**src/rtl/hdmi_packet_scheduler.sv**
```systemverilog
// Chooses the data-island packet type for each hdmi packet slot and drives the audio buffer pop.
// packet_type and audio_pop are registered: they update on the edge after packet_enable.
module hdmi_packet_scheduler #(
  parameter int         BIT_WIDTH    = 10,
  parameter int         SPD_PERIOD   = 16,
  parameter logic [7:0] AUDIO_URGENT = 8'd24
) (
  input  logic                 clk_pixel,
  input  logic                 reset_n,
  input  logic [BIT_WIDTH-1:0] cx,
  input  logic [BIT_WIDTH-1:0] cy,
  input  logic                 packet_enable,
  input  logic                 audio_enable,
  input  logic [7:0]           audio_remaining,
  output logic [7:0]           packet_type,
  output logic                 audio_pop,
  output logic                 frame_overrun
);

  localparam logic [7:0] PT_NULL  = 8'h00;
  localparam logic [7:0] PT_ACR   = 8'h01;
  localparam logic [7:0] PT_AUDIO = 8'h02;
  localparam logic [7:0] PT_AVI   = 8'h82;
  localparam logic [7:0] PT_SPD   = 8'h83;
  localparam logic [7:0] PT_AIF   = 8'h84;
  localparam logic [7:0] CNT_LAST = 8'(SPD_PERIOD - 1);

  logic       p_acr_q, p_acr_d;
  logic       p_avi_q, p_avi_d;
  logic       p_aif_q, p_aif_d;
  logic       p_spd_q, p_spd_d;
  logic       started_q, started_d;
  logic [7:0] frame_cnt_q, frame_cnt_d;
  logic [7:0] type_q, type_d;
  logic       pop_q, pop_d;
  logic       overrun_q, overrun_d;

  logic       frame_start;
  logic       acr_eff, avi_eff, aif_eff, spd_eff;
  logic       urgent, has_audio, active;
  logic       sel_acr, sel_avi, sel_aif, sel_spd, sel_audio;
  logic [7:0] sel_type;

  assign frame_start = (cx == '0) && (cy == '0);
  assign urgent      = audio_enable && (audio_remaining >= AUDIO_URGENT);
  assign has_audio   = audio_enable && (audio_remaining != 8'd0);
  assign active      = started_q || frame_start;

  // Flag view after the frame-start reload, so a coincident slot sees the fresh set.
  always_comb begin
    acr_eff = audio_enable && (p_acr_q || frame_start);
    aif_eff = audio_enable && (p_aif_q || frame_start);
    avi_eff = p_avi_q || frame_start;
    spd_eff = p_spd_q || (frame_start && (frame_cnt_q == 8'd0));
  end

  always_comb begin
    sel_acr   = 1'b0;
    sel_avi   = 1'b0;
    sel_aif   = 1'b0;
    sel_spd   = 1'b0;
    sel_audio = 1'b0;
    sel_type  = PT_NULL;
    if (active) begin
      if (urgent) begin
        sel_audio = 1'b1;
        sel_type  = PT_AUDIO;
      end else if (acr_eff) begin
        sel_acr  = 1'b1;
        sel_type = PT_ACR;
      end else if (avi_eff) begin
        sel_avi  = 1'b1;
        sel_type = PT_AVI;
      end else if (aif_eff) begin
        sel_aif  = 1'b1;
        sel_type = PT_AIF;
      end else if (spd_eff) begin
        sel_spd  = 1'b1;
        sel_type = PT_SPD;
      end else if (has_audio) begin
        sel_audio = 1'b1;
        sel_type  = PT_AUDIO;
      end
    end
  end

  always_comb begin
    p_acr_d     = acr_eff && !(packet_enable && sel_acr);
    p_aif_d     = aif_eff && !(packet_enable && sel_aif);
    p_avi_d     = avi_eff && !(packet_enable && sel_avi);
    p_spd_d     = spd_eff && !(packet_enable && sel_spd);
    started_d   = active;
    frame_cnt_d = frame_cnt_q;
    overrun_d   = overrun_q;
    type_d      = type_q;
    pop_d       = packet_enable && sel_audio;
    if (frame_start) begin
      frame_cnt_d = (frame_cnt_q >= CNT_LAST) ? 8'd0 : frame_cnt_q + 8'd1;
      // Audio flags already dropped by a disabled audio path are not overruns.
      if (p_avi_q || (audio_enable && (p_acr_q || p_aif_q)))
        overrun_d = 1'b1;
    end
    if (packet_enable)
      type_d = sel_type;
  end

  always_ff @(posedge clk_pixel) begin
    if (!reset_n) begin
      p_acr_q     <= 1'b0;
      p_avi_q     <= 1'b0;
      p_aif_q     <= 1'b0;
      p_spd_q     <= 1'b0;
      started_q   <= 1'b0;
      frame_cnt_q <= 8'd0;
      type_q      <= PT_NULL;
      pop_q       <= 1'b0;
      overrun_q   <= 1'b0;
    end else begin
      p_acr_q     <= p_acr_d;
      p_avi_q     <= p_avi_d;
      p_aif_q     <= p_aif_d;
      p_spd_q     <= p_spd_d;
      started_q   <= started_d;
      frame_cnt_q <= frame_cnt_d;
      type_q      <= type_d;
      pop_q       <= pop_d;
      overrun_q   <= overrun_d;
    end
  end

  assign packet_type   = type_q;
  assign audio_pop     = pop_q;
  assign frame_overrun = overrun_q;

endmodule

```
**config.mk**
```make
export PLATFORM = sky130hd
export DESIGN_NAME = hdmi_packet_scheduler
export DESIGN_NICKNAME = d
export VERILOG_FILES = /design/src/rtl/hdmi_packet_scheduler.sv
export SDC_FILE = /design/constraint.sdc
export NUM_CORES = 1
export LEC_CHECK = 0
export ABC_AREA = 1
export CORE_ASPECT_RATIO = 1.1
export CORE_MARGIN = 1.5
export CORE_UTILIZATION = 37
export CTS_CLUSTER_DIAMETER = 120
export DETAILED_ROUTE_END_ITERATION = 6
export MAX_ROUTING_LAYER = met4
export PLACE_DENSITY = 0.74
export SETUP_SLACK_MARGIN = 0.15
export SLEW_MARGIN = 10
export SYNTH_ARGS = -nofsm -noshare
export SYNTH_HDL_FRONTEND = slang
export SYNTH_SLANG_ARGS = --single-unit
```
**constraint.sdc**
```tcl
create_clock -name clk_pixel -period 1.2 [get_ports clk_pixel]
set_input_delay 0.24 -clock clk_pixel [delete_from_list [all_inputs] [get_ports clk_pixel]]
set_output_delay 0.24 -clock clk_pixel [all_outputs]
set_load 0.01 [all_outputs]
```
==> metrics.md, run 1 <==
| Metric | Value |
|---|---|
| Count of antenna-violating nets left after detailed routing | `0` |
| Number of inserted filler cells in the final layout | `roughly 240` |
| Clock Sinks | `19` |
| Kind of end point of the critical path | `flip-flop` |
| Initial standard-cell utilization of the core | `roughly two fifths` |
| Number of global-route vias before repair | `1041` |
| Master cell of the clock root buffer | `sky130_fd_sc_hd__clkbuf_4` |
| Fin crit share | `about 93%` |
| Pwr/cell area | `~690 mW/mm²` |
| Insertion delay of the later-clocked pin in the worst-skew pair | `roughly 0.31 ns` |
| Buffer and inverter count on the worst path | `0` |
| Last weighted congestion value of the routability-driven placer | `0.810` |
| Cell type contributing the most total cell area after synthesis | `sky130_fd_sc_hd__dfxtp_1` |
| HPWL after DPL | `a little over 2 mm` |
| Final non-filler cell area | `around 0.0016 mm²` |
| Average size of a mapped cell | `about 7.0 µm²` |
| Startpoint type of the worst setup path | `flip-flop` |
| Utilization after layout | `approximately 65%` |
| Placement-stage cell area | `around 0.0015 mm²` |
| Total Nets Final | `approximately 230` |
| Post-synthesis instance area | `~980 µm²` |
| FF-to-FF setup slack | `~0.084 ns` |
| Total of warnings raised by yosys | `0` |
| Largest net degree at the start of global routing | `12` |
| Overall die width | `about 52 µm` |
| Placeable core area | `approximately 0.0025 mm²` |
| Crit path arrival time | `between 1 and 1.5 ns` |
| 1st-iter DRT viols | `34` |
| Worst stage delay on the critical path | `roughly 0.35 ns` |
| Initial antenna violation count | `0` |
| Die ar. | `~0.0030 mm²` |
| Via count | `around 1100` |
| WL/cell | `12.6 µm` |
| Overall power of the completed layout | `between 1000 and 1500 µW` |
| Logic gate share of total power | `14.2%` |
| R2R depth | `5` |
| Clock Power Share | `between 20 and 30%` |
| Setup repair after global routing missed its margin | `yes` |
| Max FFs per register | `8` |
| Longest Clk Path Bufs | `2` |
| Proportion of layout cells with a drive suffix above 1 | `47.9%` |
| Die outline height | `56.9 µm` |
| Commonest non-fill, non-tap cell in the layout | `sky130_fd_sc_hd__nand2_1` |
| Hold buffer count at CTS | `0` |
| Proportion of synthesized chip area in sequential cells | `between 30% and 40%` |
| Distinct cell type count of the synthesized netlist | `30` |
| CTS tree | `built` |
| Main area contributors after synthesis | `sky130_fd_sc_hd__dfxtp_1 (39%), sky130_fd_sc_hd__nand2_1 (10%), sky130_fd_sc_hd__nor2_1 (8.8%)` |
| Share of the synthesized area in the top cell type | `approximately two fifths` |
| Max Cap Violations | `0` |
| HP Class | `reg2reg` |
| Area added between synthesis and finish | `65.3%` |
| Sw power | `approximately 280 µW` |
| Filler-free cell count of the finished design | `between 200 and 250` |
| Number of vias per cell | `between 4 and 5` |
| Stages on worst setup path | `5` |
| Number of I/O port buffers | `37` |
| Diodes inserted | `0` |
| Largest fanout on the critical path | `4` |
| Maximum frequency from static timing analysis | `between 800 and 900 MHz` |
| Standby leakage power | `a little under 0.0007 µW` |
| Critical-path cell list | `nor2_4 -> nand3_4 -> a31oi_4 -> o21ai_4 -> nor3b_2` |
| Min Tclk post-route | `between 1 and 1.5 ns` |
| FP Rows | `19` |
| Number of hold violations in the final report | `0` |
| Crit-path leading delay family | `simple AND/OR/NAND/NOR gates` |
| Library cell contributing the largest single delay on the critical path | `sky130_fd_sc_hd__dfxtp_2` |
| Instance count of the mapped netlist | `140` |
| Number of storage elements in the synthesis netlist | `19` |
| P_int | `844 µW` |
| Seq pwr share | `56.2%` |
| TritonCTS Buffers | `3` |
| Fin Clk Skew | `about 0.0043 ns` |
| Result of the run | `finished, final reports clean` |
| Detailed Routing Iterations Pass 1 | `4` |
| Worst hold path depth | `2` |
| Final count of pins violating max slew | `0` |
| Switching share of power | `between 20% and 30%` |
| Ports | `42` |
| Count of unresolved DRC violations after routing | `0` |
| Detailed-route wire length | `around 2.8 mm` |
| Overall track demand over capacity in global routing | `20.1%` |
| Wire length of the first global-routing pass | `between 4 and 5 mm` |
| Crit Path Category | `reg2reg` |
| Level count of the clock H-tree | `1` |
| Clock-pin slew reported for the worst setup and hold paths after clock tree synthesis | `approximately 0.11 ns` |
| Worst Path Required | `1.44 ns` |
| Most frequent cells in the layout | `sky130_fd_sc_hd__nand2_1 (20), sky130_fd_sc_hd__buf_2 (18), sky130_fd_sc_hd__inv_1 (16), sky130_fd_sc_hd__nor2_1 (16), sky130_fd_sc_hd__buf_6 (11)` |
| Residual overflow from global routing | `0` |
| Top reg by flops | `frame_cnt_q` |
| Number of cells after detailed placement | `about 210` |
| Number of failing setup endpoints in the final timing report | `0` |
| Worst vdd ir | `slightly below 0.7 mV` |
| Hold_ws | `roughly 0.46 ns` |
==> final cells by class <==
cell class | instances | area, µm² | share of cell area [%]
clock buffers | 3 | 22.5 | 1.40
clock inverters | 1 | 5.00 | 0.310
inverters | 19 | 81.3 | 5.04
multi-input cells | 99 | 687 | 42.6
flip-flops and latches | 19 | 392 | 24.3
well taps | 31 | 38.8 | 2.40
repair buffers | 49 | 387 | 24.0
==> cell families (layout without fill, tap and decap cells) <==
kind of cell / Yosys count / in the layout / share of synthesized area, %
simple gates: 77 / 77 / 36.8
buf+inv: 25 / 72 / 12.0
flops: 19 / 19 / 39.0
compound gates: 16 / 16 / 9.23
fa+ha+maj: 2 / 2 / 2.56
other cells: 1 / 4 / 0.384
==> timing repair <==
| action | CTS | global route |
|---|---|---|
| pin swaps | 33 | 15 |
| setup endpoints to repair | 25 | 15 |
| gates resized for setup | 131 | 17 |
| buffers inserted | 3 | 1 |
==> power by group through the flow <==
stage	sequential, µW	clock [µW]	combinational [µW]
after detailed placement	645	0	171
final	630	331	159
after CTS	630	338	148
after floorplan	645	0	52.4
after global placement	645	0	168
after global routing	630	361	173
==> synthesized netlist by cell type (all sizes together) <==
cell    instances
ha              2
o21ai           4
nor3            7
clkbuf          1
nor3b           2
a21oi           9
and2            1
nand4           2
o21a            1
conb            1
dfxtp          19
nand2          28
inv            17
nand3          11
a31oi           1
clkinv          2
nand3b          1
nor2           25
a211oi          1
buf             5
==> worst reg2reg max path: cells and delay by family (launching register included) <==
| family | cells | cell delay (ns) |
|---|---|---|
| AND/OR/NAND/NOR | 3 | 0.41 |
| flip-flops | 1 | 0.35 |
| AO/OA/AOI/OAI | 2 | 0.28 |
==> per-stage QoR <==
step | setup slack [ns] | TNS [ns]
floorplan | 0.0184 | 0
CTS | 0.0912 | 0
global route | -0.00392 | -0.00392
finish | 0.0843 | 0
detailed placement | -0.587 | -9.34
global placement | -0.552 | -8.59
==> routing by layer <==
layer	vias to the layer above	part of all wire, %	wire, µm	GRT usage [%]
met5	-	0	0	-
met3	3	4.0	112	4.26
met4	0	0.94	26	4.51
met1	498	40	1100	21.1
met2	26	55	1540	37.3
li1	540	-	-	-
==> final timing paths <==
path / start / endpoint
setup reg to reg: frame_cnt_q[6] / frame_cnt_q[3]
setup / recovery: frame_cnt_q[6] / frame_cnt_q[3]
hold reg to reg: frame_overrun / frame_overrun
hold / removal: frame_overrun / frame_overrun
Power figures use the tool's default switching activity.
==> run 2, diff against run 1 <==
CORE_ASPECT_RATIO = not set   (was 1.1)
==> metrics.md, run 2 (synthesis results as in run 1) <==
| Metric | Value |
|---|---|
| Result of the run | `finished, final reports clean` |
| Maximum frequency from static timing analysis | `878 MHz (-2.1%)` |
| WL/cell | `14.1 µm (+12%)` |
| Number of inserted filler cells in the final layout | `191 (-20%)` |
| Overall track demand over capacity in global routing | `23.3% (+3.2 points)` |
| Min Tclk post-route | `1.14 ns (+0.0237 ns)` |
| Placeable core area | `0.00248 mm² (-0.75%)` |
| Clock Sinks | `19 (unchanged)` |
| Max FFs per register | `8 (unchanged)` |
| Fin Clk Skew | `0.000564 ns (-0.00376 ns)` |
| Top reg by flops | `frame_cnt_q` |
| Max Cap Violations | `0 (unchanged)` |
| Most frequent cells in the layout | `sky130_fd_sc_hd__nand2_1 (20), sky130_fd_sc_hd__buf_6 (17), sky130_fd_sc_hd__inv_1 (14), sky130_fd_sc_hd__nor2_1 (12)` |
| Count of unresolved DRC violations after routing | `0 (unchanged)` |
| Utilization after layout | `70.1% (+5.5 points)` |
| Detailed Routing Iterations Pass 1 | `4 (unchanged)` |
| Ports | `42 (unchanged)` |
| Initial antenna violation count | `0 (unchanged)` |
| Wire length of the first global-routing pass | `4.81 mm (+10%)` |
| CTS tree | `built` |
| Initial standard-cell utilization of the core | `39.4% (+0.30 points)` |
| Master cell of the clock root buffer | `sky130_fd_sc_hd__clkbuf_4` |
| Largest fanout on the critical path | `7 (+3)` |
| Placement-stage cell area | `0.00149 mm² (+0.94%)` |
| Hold_ws | `0.453 ns (-0.00770 ns)` |
| Crit-path leading delay family | `simple AND/OR/NAND/NOR gates` |
| Number of hold violations in the final report | `0 (unchanged)` |
| Longest Clk Path Bufs | `2 (unchanged)` |
| Insertion delay of the later-clocked pin in the worst-skew pair | `0.30 ns (about the same)` |
| Detailed-route wire length | `3.12 mm (+12%)` |
| Via count | `1083 (+1.5%)` |
| Kind of end point of the critical path | `flip-flop` |
| Fin crit share | `94.9% (+2.0 points)` |
| Number of I/O port buffers | `37 (unchanged)` |
| Critical-path cell list | `buf_8 -> nor2_4 -> nand2_1 -> nor2_2 -> nand3_4 -> nand2_4 -> nand3_4 -> clkinv_4 -> nand2_4 -> o21ai_1 -> a21oi_1` |
| Worst Path Required | `1.41 ns (-0.03 ns)` |
| Crit Path Category | `in2reg` |
| Diodes inserted | `0 (unchanged)` |
| Worst vdd ir | `1.00 mV (+46%)` |
| Total Nets Final | `227 (+0.89%)` |
| Standby leakage power | `0.000750 µW (+9.1%)` |
| HPWL after DPL | `2.00 mm (-1.8%)` |
| Commonest non-fill, non-tap cell in the layout | `sky130_fd_sc_hd__nand2_1` |
| Overall die width | `54.4 µm (+4.6%)` |
| Clock-pin slew reported for the worst setup and hold paths after clock tree synthesis | `0.11 ns (about the same)` |
| Final non-filler cell area | `0.00174 mm² (+7.7%)` |
| Number of failing setup endpoints in the final timing report | `0 (unchanged)` |
| 1st-iter DRT viols | `25 (-26%)` |
| Worst stage delay on the critical path | `0.16 ns (-0.19 ns)` |
| Startpoint type of the worst setup path | `input pin` |
| Count of antenna-violating nets left after detailed routing | `0 (unchanged)` |
| FP Rows | `18 (-1)` |
| Pwr/cell area | `673 mW/mm² (-3.2%)` |
| Last weighted congestion value of the routability-driven placer | `0.819 (+1.2%)` |
| Setup repair after global routing missed its margin | `yes` |
| Level count of the clock H-tree | `1 (unchanged)` |
| TritonCTS Buffers | `3 (unchanged)` |
| Number of global-route vias before repair | `1071 (+2.9%)` |
| Die outline height | `54.4 µm (-4.4%)` |
| Area added between synthesis and finish | `77.9%` |
| Stages on worst setup path | `11 (+6)` |
| Buffer and inverter count on the worst path | `2 (+2)` |
| Library cell contributing the largest single delay on the critical path | `sky130_fd_sc_hd__nor2_2` |
| Final count of pins violating max slew | `0 (unchanged)` |
| Proportion of layout cells with a drive suffix above 1 | `53.6% (+5.8 points)` |
| Crit path arrival time | `1.35 ns (about the same)` |
| HP Class | `reg2reg` |
| R2R depth | `5 (unchanged)` |
| Residual overflow from global routing | `0 (unchanged)` |
| Number of vias per cell | `4.88 (+1.0%)` |
| Worst hold path depth | `2 (unchanged)` |
| Largest net degree at the start of global routing | `12 (unchanged)` |
| Die ar. | `0.00296 mm² (about the same)` |
## run 2: cell count changes in the layout (fill, tap and decap cells not counted), sizes merged
cell,change
dlymetal6s2s,+3
inv,+1
clkdlybuf4s50,-3
clkinv,-1
clkbuf,+1
buf,+1
## run 2: path summary, 6_finish.rpt
path,startpoint,endpoint,slack (ns)
max,cx[8],p_spd_q,0.06
min,frame_overrun,frame_overrun,0.45
max reg2reg,frame_cnt_q[4],frame_cnt_q[2],0.12
min reg2reg,frame_overrun,frame_overrun,0.45
## run 2: metrics by stage
stage / std cells / total power, µW / setup slack [ns] / setup TNS [ns]
5_1_grt: 222 / 1220 / -0.0218 / -0.0419
4_1_cts: 220 / 1140 / 0.0698 / 0
2_1_floorplan: 143 / 697 / 0.0184 / 0
6_report: 222 / 1170 / 0.0606 / 0
3_3_place_gp: 214 / 815 / -0.538 / -8.88
3_5_place_dp: 214 / 818 / -0.616 / -9.77
## run 2: tightest hold or removal path, stage by stage (launching register included)
cell	delay, ns
sky130_fd_sc_hd__dfxtp_2	0.34
sky130_fd_sc_hd__inv_1	0.04
sky130_fd_sc_hd__a21oi_1	0.05
## run 2: area by class of cell
cell class | count | area (µm²) | share of cell area (%)
Tap cell | 30 | 37.5 | 2.16
Clock buffer | 3 | 22.5 | 1.30
Clock inverter | 1 | 5.00 | 0.288
Timing Repair Buffer | 51 | 464 | 26.7
Inverter | 19 | 83.8 | 4.83
Sequential cell | 19 | 393 | 22.6
Multi-Input combinational cell | 99 | 731 | 42.1
## run 2: repair_timing
| action | in CTS | in global routing |
|---|---|---|
| cloned | 0 | 0 |
| endpoints found under the setup margin | 25 | 16 |
| hold buffers | 0 | 0 |
| pin swaps | 34 | 26 |
| buffers inserted | 2 | 2 |
| resized for setup | 140 | 40 |
| hold endpoints to repair | 0 | 0 |
## run 2: routing by layer
metal	global-route usage (%)	part of all wire, %	up-vias
li1	-	-	539
met1	25.7	40	506
met2	39.0	52	23
met5	-	0	-
met3	5.46	3.2	15
met4	12.1	4.4	0
## run 2: report_power, final
group | switching, µW | leakage (µW) | internal, µW | total (µW)
Clock | 216 | 0.0000177 | 124 | 341
Combinational | 84.2 | 0.000574 | 114 | 198
Sequential | 0.000490 | 0.000158 | 630 | 630
==> run 3, diff against run 2 <==
PLACE_DENSITY = 0.84   (was 0.74)
SKIP_CTS_REPAIR_TIMING = 1   (was not set)
==> metrics.md, run 3 (synthesis results as in run 1) <==
| Metric | Value |
|---|---|
| Result of the run | `finished, final reports clean` |
| Crit Path Category | `in2reg` |
| GR Layer Usage met2 | `38.8% (-0.20 points)` |
| Hold_ws | `0.398 ns (-0.0551 ns)` |
| Seq pwr share | `54.8% (+0.9 points)` |
| Last weighted congestion value of the routability-driven placer | `0.879 (+7.3%)` |
| Count of unresolved DRC violations after routing | `0 (unchanged)` |
| Overall die width | `54.4 µm (unchanged)` |
| Initial antenna violation count | `0 (unchanged)` |
| Global-route track usage on met1 | `20.2% (-5.5 points)` |
| 1st-iter DRT viols | `14 (-44%)` |
| Crit path arrival time | `1.35 ns (about the same)` |
| Worst vdd ir | `0.716 mV (-29%)` |
| Most frequent cells in the layout | `sky130_fd_sc_hd__clkbuf_2 (20), sky130_fd_sc_hd__nand2_1 (18), sky130_fd_sc_hd__inv_1 (14), sky130_fd_sc_hd__nor2_1 (14), sky130_fd_sc_hd__buf_4 (14)` |
| Clock Sinks | `19 (unchanged)` |
| Max FFs per register | `8 (unchanged)` |
| Number of I/O port buffers | `37 (unchanged)` |
| Placeable core area | `0.00248 mm² (unchanged)` |
| WL/cell | `13.7 µm (-2.6%)` |
| Largest net degree at the start of global routing | `13 (+1)` |
| Top reg by flops | `frame_cnt_q` |
| Crit-path leading delay family | `simple AND/OR/NAND/NOR gates` |
| Commonest non-fill, non-tap cell in the layout | `sky130_fd_sc_hd__clkbuf_2` |
| Proportion of layout cells with a drive suffix above 1 | `50.8% (-2.9 points)` |
| Max Cap Violations | `0 (unchanged)` |
| HP Class | `in2reg` |
| Number of inserted filler cells in the final layout | `187 (-2.1%)` |
| Worst Path Required | `1.42 ns (about the same)` |
| Clock Power Share | `30.1% (+1.0 points)` |
| Die outline height | `54.4 µm (unchanged)` |
| FP Rows | `18 (unchanged)` |
| Maximum frequency from static timing analysis | `882 MHz (+0.54%)` |
| Min Tclk post-route | `1.13 ns (-0.00613 ns)` |
| Detailed Routing Iterations Pass 1 | `4 (unchanged)` |
| Clock-pin slew reported for the worst setup and hold paths after clock tree synthesis | `0.12 ns (about the same)` |
| Master cell of the clock root buffer | `sky130_fd_sc_hd__clkbuf_4` |
| Wire length of the first global-routing pass | `4.18 mm (-13%)` |
| P_int | `852 µW (-1.8%)` |
| Total Nets Final | `230 (+1.3%)` |
| Level count of the clock H-tree | `1 (unchanged)` |
| Number of global-route vias before repair | `1057 (-1.3%)` |
| Library cell contributing the largest single delay on the critical path | `sky130_fd_sc_hd__buf_12` |
| Switching share of power | `25.9% (+0.17 points)` |
| Hold Crit Start | `audio_enable` |
| Filler-free cell count of the finished design | `225 (+1.4%)` |
| Hold-critical path endpoint | `audio_pop` |
| Insertion delay of the later-clocked pin in the worst-skew pair | `0.31 ns (about the same)` |
| Overall track demand over capacity in global routing | `20.2% (-3.1 points)` |
| Fin crit share | `94.4% (-0.51 points)` |
| R2R depth | `6 (+1)` |
| TritonCTS Buffers | `3 (unchanged)` |
| Standby leakage power | `0.000829 µW (+11%)` |
| HPWL after DPL | `2.05 mm (+2.9%)` |
| Die ar. | `0.00296 mm² (unchanged)` |
| Kind of end point of the critical path | `flip-flop` |
| Setup repair after global routing missed its margin | `yes` |
| Worst stage delay on the critical path | `0.17 ns (about the same)` |
| Reg-to-reg endpoint | `audio_pop` |
| Final count of pins violating max slew | `0 (unchanged)` |
| Met3 track utilization from global routing | `4.37% (-1.1 points)` |
| Residual overflow from global routing | `0 (unchanged)` |
| CTS tree | `built` |
| Startpoint type of the worst setup path | `input pin` |
| Longest Clk Path Bufs | `2 (unchanged)` |
| Pwr/cell area | `671 mW/mm² (-0.32%)` |
| Logic gate share of total power | `15.1% (-1.8 points)` |
| FF-to-FF setup slack | `0.09 ns (-0.03 ns)` |
| Number of cells after detailed placement | `214 (unchanged)` |
| Most used cell, CP | `sky130_fd_sc_hd__nand2_1` |
| Number of hold violations in the final report | `0 (unchanged)` |
| Critical-path cell list | `buf_6 -> nor2_4 -> nand2_1 -> nor2_2 -> nand3_4 -> buf_12 -> nand2_4 -> nand2_4 -> nand3_2 -> nand2_1 -> nand2_1 -> a21oi_2` |
| Area added between synthesis and finish | `75.6%` |
| Initial standard-cell utilization of the core | `39.4% (unchanged)` |
| Ports | `42 (unchanged)` |
| Number of failing setup endpoints in the final timing report | `0 (unchanged)` |
| Count of antenna-violating nets left after detailed routing | `0 (unchanged)` |
| FF-to-FF Start | `p_acr_q` |
| Worst hold path depth | `4 (+2)` |
| Detailed-route wire length | `3.08 mm (-1.3%)` |
| Largest fanout on the critical path | `4 (-3)` |
| Number of vias per cell | `4.87 (-0.24%)` |
| Fin Clk Skew | `0.00553 ns (+0.00497 ns)` |
| Sw power | `297 µW (-0.98%)` |
| Buffer and inverter count on the worst path | `2 (unchanged)` |
| Diodes inserted | `0 (unchanged)` |
| Global routing's busiest layer | `met2` |
| Via count | `1095 (+1.1%)` |
run 3: cell count changes in the layout (fill, tap and decap cells not counted), sizes merged:
cell and change:
dlygate4sd2 -6, buf -18, clkbuf +20, clkinvlp +1, clkdlybuf4s15 -1, clkinv -1
dlymetal6s2s +8
run 3: how the worst max path moves through the flow:
stage          depth (start not counted)              to  slack, ns   from
2_1_floorplan                         10         p_spd_q       0.02  cx[9]
3_3_place_gp                          11  packet_type[1]      -0.57  cx[9]
3_5_place_dp                          11  packet_type[1]      -0.63  cx[9]
4_1_cts                               11  packet_type[1]      -0.31  cx[9]
5_1_grt                               12  packet_type[1]       0.01  cy[4]
6_report                              12  packet_type[1]       0.07  cx[0]
run 3: cell type report:
cell class / instances / area (µm²) / share of cell area [%]
Clock buffer: 3 / 22.5 / 1.31
Timing Repair Buffer: 54 / 467 / 27.2
Multi-Input combinational cell: 99 / 709 / 41.4
Clock inverter: 1 / 7.51 / 0.438
Sequential cell: 19 / 392 / 22.8
Tap cell: 30 / 37.5 / 2.19
Inverter: 19 / 78.8 / 4.60
run 3: worst min-delay path, stage by stage:
cell and delay (ns):
sky130_fd_sc_hd__dlymetal6s2s_1 0.16, sky130_fd_sc_hd__nand2_2 0.11, sky130_fd_sc_hd__buf_4 0.12, sky130_fd_sc_hd__a21oi_1 0.05
run 3: metal layers:
layer  part of all wire [%]  routed length [µm]
met4                    1.8                  55
met5                      0                   0
met2                     57                1740
met3                    4.3                 131
met1                     37                1150
run 3: metrics by stage:
stage | worst slack (ns) | utilization [%] | total power (µW) | cell area (µm²) | TNS [ns]
final | 0.0668 | 69.2 | 1150 | 1710 | 0
after global routing | 0.0101 | 69.2 | 1180 | 1710 | 0
after CTS | -0.307 | 61.2 | 1150 | 1520 | -5.18
after detailed placement | -0.634 | 60.0 | 822 | 1490 | -9.94
after global placement | -0.571 | 60.0 | 818 | 1490 | -9.03
after floorplan | 0.0184 | - | 697 | 1050 | 0
run 3: power by group through the flow:
stage	Clock (µW)	Combinational, µW	Sequential [µW]
3_5_place_dp	0	177	645
4_1_cts	343	178	630
5_1_grt	363	189	630
3_3_place_gp	0	173	645
6_report	346	174	630
2_1_floorplan	0	52.4	645
